File: src/rtl/fp_pkg.sv
// Shared float helpers: default field widths, bias, result flag positions and
// field-slice functions for the default single-precision-like format.
package fp_pkg;

  localparam int EXP_W_DEF = 8;
  localparam int MAN_W_DEF = 23;
  localparam int FW_DEF    = EXP_W_DEF + MAN_W_DEF;
  localparam int BIAS_DEF  = (1 << (EXP_W_DEF - 1)) - 1;

  // Result flag bit positions
  localparam int FLAG_NEG  = 0;
  localparam int FLAG_ZERO = 1;
  localparam int FLAG_W    = 2;

  // Exponent bias for an arbitrary exponent width
  function automatic int bias_of(input int exp_w);
    return (1 << (exp_w - 1)) - 1;
  endfunction

  // Exponent field of a default-format word
  function automatic logic [EXP_W_DEF-1:0] exp_field(input logic [FW_DEF-1:0] f);
    return f[FW_DEF-1 -: EXP_W_DEF];
  endfunction

  // Mantissa field of a default-format word
  function automatic logic [MAN_W_DEF-1:0] man_field(input logic [FW_DEF-1:0] f);
    return f[MAN_W_DEF-1:0];
  endfunction

  // Build a default-format word from its fields
  function automatic logic [FW_DEF-1:0] fp_pack(input logic [EXP_W_DEF-1:0] e,
                                                input logic [MAN_W_DEF-1:0] m);
    return {e, m};
  endfunction

endpackage

File: src/rtl/fp_norm_round.sv
// Normalise and round an unsigned magnitude: leading-zero count, left shift,
// round-to-nearest-even on guard/rest/sticky, exponent adjust and underflow.
// Purely combinational so the caller decides where the register boundary sits.
module fp_norm_round #(
  parameter int EXP_W = 8,
  parameter int MAN_W = 23,
  parameter int GRD_W = 3
) (
  input  logic [MAN_W+GRD_W:0]      mag,      // value with hidden-bit position at the MSB
  input  logic                      sticky,   // nonzero bits below mag LSB
  input  logic signed [EXP_W:0]     exp_top,  // biased exponent if mag MSB were set
  output logic [EXP_W+MAN_W-1:0]    f,
  output logic                      zero      // result is zero or underflowed
);

  localparam int AW  = MAN_W + 1 + GRD_W;
  localparam int XW  = EXP_W + 1;
  localparam int LZW = $clog2(AW + 1);

  logic [LZW-1:0]    lzc;
  logic [AW-1:0]     norm;
  logic [MAN_W-1:0]  man_t;
  logic [GRD_W:0]    low;
  logic              guard;
  logic              rest;
  logic              round_up;
  logic [MAN_W:0]    man_r;
  logic              carry;
  logic signed [XW-1:0] exp_adj;

  // Leading-zero count: the highest set bit wins because later iterations overwrite
  always_comb begin
    lzc = LZW'(AW);
    for (int i = 0; i < AW; i++) begin
      if (mag[i]) lzc = LZW'(AW - 1 - i);
    end
  end

  // Shift, round to nearest even, then fix up the exponent
  always_comb begin
    norm     = mag << lzc;
    man_t    = norm[AW-2:GRD_W];
    low      = {norm[GRD_W-1:0], sticky};
    guard    = low[GRD_W];
    rest     = |low[GRD_W-1:0];
    round_up = guard && (rest || norm[GRD_W]);
    man_r    = {1'b0, man_t} + {{MAN_W{1'b0}}, round_up};
    carry    = man_r[MAN_W];
    exp_adj  = exp_top - $signed({{(XW-LZW){1'b0}}, lzc})
                       + $signed({{(XW-1){1'b0}}, carry});
    zero     = !norm[AW-1] || exp_adj[XW-1] || (exp_adj == '0);
    f        = zero ? '0 : {exp_adj[EXP_W-1:0], man_r[MAN_W-1:0]};
  end

endmodule

File: src/rtl/fp_const_sub_pipe.sv
// Three-stage pipelined unsigned-float subtractor computing C - x for a
// build-time constant C, with sideband carry-through and NEG/ZERO flags.
//
// Handshake: a word moves in on a cycle where in_valid && in_ready; a result
// moves out on a cycle where out_valid && out_ready. One global enable
// en = !v3 || out_ready advances every stage together; in_ready equals en, so
// when the last stage is full and downstream stalls, the whole pipe freezes
// (data, sideband and flags held) and outputs stay stable.
module fp_const_sub_pipe
  import fp_pkg::*;
#(
  parameter int               EXP_W = EXP_W_DEF,
  parameter int               MAN_W = MAN_W_DEF,
  parameter int               GRD_W = 3,
  parameter int               C_EXP = 127,
  parameter logic [MAN_W-1:0] C_MAN = MAN_W'('h400000),
  parameter int               SB_W  = 31
) (
  input  logic                   clk,
  input  logic                   rst,
  input  logic                   in_valid,
  output logic                   in_ready,
  input  logic [EXP_W+MAN_W-1:0] in_x,
  input  logic [SB_W-1:0]        in_sb,
  output logic                   out_valid,
  input  logic                   out_ready,
  output logic [EXP_W+MAN_W-1:0] out_f,
  output logic [SB_W-1:0]        out_sb,
  output logic [FLAG_W-1:0]      out_flag
);

  localparam int FW = EXP_W + MAN_W;
  localparam int AW = MAN_W + 1 + GRD_W;

  localparam logic [EXP_W-1:0]        C_E     = EXP_W'(C_EXP);
  localparam logic [EXP_W:0]          C_E_W   = (EXP_W+1)'(C_EXP);
  localparam logic [EXP_W:0]          AW_D    = (EXP_W+1)'(AW);
  localparam logic signed [EXP_W:0]   C_E_TOP = (EXP_W+1)'(C_EXP);
  localparam logic [AW-1:0]           C_AL    = {1'b1, C_MAN, {GRD_W{1'b0}}};

  logic en;
  logic v1, v2, v3;

  // Stage 1 combinational align
  logic [EXP_W-1:0] x_exp;
  logic [MAN_W-1:0] x_man;
  logic [AW-1:0]    x_full;
  logic [EXP_W:0]   d;
  logic [AW-1:0]    a_al;
  logic             a_st;
  logic             a_neg;
  logic             a_zero;

  // Stage 1 registers
  logic [AW-1:0]    s1_al;
  logic             s1_st;
  logic             s1_neg;
  logic             s1_zero;
  logic [SB_W-1:0]  s1_sb;

  // Stage 2 combinational subtract and registers
  logic [AW-1:0]    b_diff;
  logic [AW-1:0]    s2_diff;
  logic             s2_st;
  logic             s2_neg;
  logic             s2_zero;
  logic [SB_W-1:0]  s2_sb;

  // Stage 3 normalise/round result
  logic [FW-1:0]    nr_f;
  logic             nr_zero;

  assign en        = !v3 || out_ready;
  assign in_ready  = en;
  assign out_valid = v3;

  assign x_exp  = in_x[FW-1 -: EXP_W];
  assign x_man  = in_x[MAN_W-1:0];
  assign x_full = {1'b1, x_man, {GRD_W{1'b0}}};

  // Align x to C's exponent and classify x against C
  always_comb begin
    a_al   = '0;
    a_st   = 1'b0;
    a_neg  = 1'b0;
    a_zero = 1'b0;
    d      = C_E_W - {1'b0, x_exp};
    if (x_exp == '0) begin
      // x is exactly zero: nothing to subtract
      a_al = '0;
    end else if (x_exp > C_E) begin
      a_neg = 1'b1;
    end else if (x_exp == C_E) begin
      if (x_man > C_MAN)       a_neg  = 1'b1;
      else if (x_man == C_MAN) a_zero = 1'b1;
      else                     a_al   = x_full;
    end else if (d >= AW_D) begin
      // x lies entirely below the guard bits and only marks inexactness
      a_st = 1'b1;
    end else begin
      a_al = x_full >> d;
      a_st = |(x_full & ~({AW{1'b1}} << d));
    end
  end

  // Subtract aligned x from C; the sticky borrow accounts for the dropped tail of x
  always_comb begin
    if (s1_neg || s1_zero) b_diff = '0;
    else                   b_diff = C_AL - s1_al - {{(AW-1){1'b0}}, s1_st};
  end

  fp_norm_round #(
    .EXP_W (EXP_W),
    .MAN_W (MAN_W),
    .GRD_W (GRD_W)
  ) u_norm_round (
    .mag     (s2_diff),
    .sticky  (s2_st),
    .exp_top (C_E_TOP),
    .f       (nr_f),
    .zero    (nr_zero)
  );

  // Stage data registers: advance on en, no reset needed
  always_ff @(posedge clk) begin
    if (en) begin
      s1_al   <= a_al;
      s1_st   <= a_st;
      s1_neg  <= a_neg;
      s1_zero <= a_zero;
      s1_sb   <= in_sb;
      s2_diff <= b_diff;
      s2_st   <= s1_st && !(s1_neg || s1_zero);
      s2_neg  <= s1_neg;
      s2_zero <= s1_zero;
      s2_sb   <= s1_sb;
    end
  end

  // Valid bits and output registers: cleared on reset, advance on en
  always_ff @(posedge clk) begin
    if (rst) begin
      v1       <= 1'b0;
      v2       <= 1'b0;
      v3       <= 1'b0;
      out_f    <= '0;
      out_sb   <= '0;
      out_flag <= '0;
    end else if (en) begin
      v1                  <= in_valid;
      v2                  <= v1;
      v3                  <= v2;
      out_f               <= (s2_neg || s2_zero || nr_zero) ? '0 : nr_f;
      out_sb              <= s2_sb;
      out_flag[FLAG_NEG]  <= s2_neg;
      out_flag[FLAG_ZERO] <= !s2_neg && (s2_zero || nr_zero);
    end
  end

endmodule
File: config.mk
export PLATFORM = sky130hd
export DESIGN_NAME = fp_const_sub_pipe
export DESIGN_NICKNAME = d
export VERILOG_FILES = /design/src/rtl/fp_pkg.sv /design/src/rtl/fp_norm_round.sv /design/src/rtl/fp_const_sub_pipe.sv
export SDC_FILE = /design/constraint.sdc
export NUM_CORES = 1
export LEC_CHECK = 0
export CORE_MARGIN = 2
export CORE_UTILIZATION = 45
export CTS_CLUSTER_DIAMETER = 200
export DETAILED_ROUTE_END_ITERATION = 7
export HOLD_SLACK_MARGIN = 0.02
export PLACE_DENSITY = 0.66
export SKIP_CTS_REPAIR_TIMING = 1
export SLEW_MARGIN = 10
export SYNTH_ARGS = -nofsm -noshare
export SYNTH_HDL_FRONTEND = slang
export SYNTH_SLANG_ARGS = --single-unit
File: constraint.sdc
create_clock -name clk -period 10.6 [get_ports clk]
set_input_delay 2.12 -clock clk [delete_from_list [all_inputs] [get_ports clk]]
set_output_delay 2.12 -clock clk [all_outputs]
set_load 0.03 [all_outputs]
==> out/summary.txt <==
Status = complete, no violations
Synth-to-layout area growth = 17.3%
Yosys warning count = 0
Xor/xnor cell area share of the yosys netlist = 2.93%
Post-route ant nets = 0
CTS sink count = 189
Max Freq = 0.154 GHz
DP HPWL = 23.5 mm
Slew headroom = 29.4%
Worst-Skew Late Latency = 440 ps
Crit. End Element = output pin
Final Core Density = 53.7%
RSZ-0062 raised after global routing = false
Ys async rst share = 0%
Vias per inst = 5.91
Primary FF master, synth = edfxtp_1
Tcrit/Tclk final = 61.2%
Grt met1 use = 29.3%
GR Util met3 = 4.23%
Pin count of the biggest net entering global routing = 83
Worst EP required = 8480 ps
Most common cell after layout, fill and taps aside = nand2_1
Net count after synthesis = 1429
Sequential cell area fraction in the yosys report = 41.9%
Worst VDD drop = 0.113 mV
CTS clock-pin slew for the worst setup and hold paths = 90 ps
Die Y = 167 um
Most frequent cells in the layout = nand2_1 (179), clkdlybuf4s50_1 (130), nor2_1 (129)
Mapped Area = 11900 um2
DR iter-0 viols = 808
Clock tree buffer depth = 2
Post-synthesis area per instance = 8.97 um2
Largest family of logic cells by synthesized area = compound AO/OA/AOI/OAI gates
Total track usage = 23.1%
Post-Route WL = 32.4 mm
Hold crit path type = register to register
ANT cells = 0
Overflow after GRT = 0
Site Rows = 59
Post-synth cell types = 97
Worst slew pin tran = 1050 ps
Synth Area in Simple Gates = 20.5%
GRT busiest layer = met2
Final Hold Fails = 0
Setup TNS = 0 ps
WS Path Type = input pin to output pin
Power Density = 191 nW/um2
Number of placed I/O pins = 132
First-pass GRT wire length = 52.4 mm
Vias = 10400
Post-synthesis mux area share = 4.92%
Met2 Use GR = 38.5%
Pins Over Slew Limit = 0
DRC Markers = 0
Leak Pwr = 5.20 nW
H-tree levels = 4
Nets = 1508
Min cycle time layout = 6490 ps
Die area = 27900 um2
CORE AREA = 26100 um2
DRT Pass-1 Iters = 5
Synth Area in Adders = 3.25%
Post-Syn Instances = 1332
Port Buffers = 131
CTS tree = done
Die Span X = 167 um
Startpoint types = input pin
Vias in the first global route = 10000
EDFF count, synth = 122
RePlAce Congestion = 0.945
Synth Area in Compound Gates = 21.5%
Initial antenna violation count = 0
Maxcap violations = 0
Total power = 2.67 mW
Share of layout cells above drive strength 1 = 7.51%
Worst-path fanout max = 77
Inserted Clock Buffers = 17
Skew final = 21.6 ps
Final Setup Violations = 0
Critical Path AT = 4370 ps
CTS Root Cell = clkbuf_16
DR WL/cell = 18.4 um
#FFs+latches synth = 189
Initial Utilization = 45.8%
==> sequential cells by signal, indices dropped and copies added, names as in the netlist <==
signal,flops
v2,1
s1_al,27
v1,1
out_sb,31
s2_sb,31
s1_st,1
s2_neg,1
s2_zero,1
out_valid,1
s1_sb,31
s1_zero,1
s2_diff,27
s1_neg,1
out_flag,2
out_f,31
s2_st,1
==> area by class of cell <==
cell class	instances	area, um2
clock buffers	17	425
clock inverters	15	224
fillers	2423	12100
inverters	48	189
multi-input cells	1012	6350
flip-flops and latches	189	5000
well taps	335	419
repair buffers	143	1400
==> per-stage QoR <==
step,std cells,worst slack (ps),cell area [um2],hold slack (ps)
2_1_floorplan,1332,2250,11900,400
3_3_place_gp,1727,4110,13400,401
3_5_place_dp,1727,4110,13400,405
4_1_cts,1759,4100,14000,416
5_1_grt,1759,3990,14000,424
6_report,1759,4110,14000,418
==> power breakdown <==
part	switching (mW)	internal, mW	total, mW
clock	0.343	0.336	0.680
combinational	0.657	0.404	1.06
sequential	0.0711	0.860	0.931
total	1.07	1.60	2.67
==> Yosys cell counts (8+ instances only) <==
| master | instances | area (um2) |
|---|---|---|
| a22oi_1 | 16 | 120 |
| o21ai_0 | 83 | 415 |
| xnor2_1 | 24 | 210 |
| edfxtp_1 | 122 | 3660 |
| nand4_1 | 12 | 75.1 |
| nor3_1 | 23 | 115 |
| xor2_1 | 16 | 140 |
| a31oi_1 | 13 | 81.3 |
| and2_1 | 20 | 125 |
| mux2i_1 | 34 | 340 |
| o211ai_1 | 28 | 210 |
| and3_1 | 10 | 62.6 |
| buf_1 | 11 | 41.3 |
| a21oi_1 | 97 | 485 |
| ha_1 | 31 | 388 |
| buf_2 | 14 | 70.1 |
| mux2_2 | 11 | 124 |
| nor2_1 | 129 | 484 |
| nand2_1 | 179 | 672 |
| nor4_1 | 13 | 81.3 |
| o22ai_1 | 15 | 93.8 |
| inv_1 | 44 | 165 |
| nand3_1 | 50 | 250 |
| a22o_1 | 25 | 219 |
| nand2b_1 | 10 | 62.6 |
| o221ai_1 | 8 | 70.1 |
| dfxtp_1 | 67 | 1340 |
| clkbuf_1 | 46 | 173 |
| nor2b_1 | 14 | 87.6 |
==> cells by family after synthesis <==
logic type | count (synthesis)
AOI/OAI and AO/OA | 382
xor gates and xnor gates | 40
adders and majority gates | 31
buffers and inverters | 131
DFF | 189
muxes | 51
and+or+nand+nor | 508
==> worst max-delay path, cell delays in order <==
cell             delay (ps)
clkdlybuf4s50_1         510
nor2b_4                  50
buf_4                   300
inv_6                   560
clkdlybuf4s50_1         790
==> metal layers <==
layer / up-vias / part of all wire (%)
li1: 5092 / -
met1: 4822 / 42
met2: 409 / 49
met3: 65 / 6.2
met4: 0 / 3.7
met5: - / 0
==> final timing paths <==
kind | from | end | slack, ps | depth (start not counted)
worst min-delay path | s1_sb[18] | s2_sb[18] | 420 | 0
worst max register to register | s2_diff[20] | out_f[27] | 5290 | 16
worst min register to register | s1_sb[18] | s2_sb[18] | 420 | 0
worst max-delay path | out_ready | in_ready | 4110 | 5
Power figures use the tool's default switching activity.
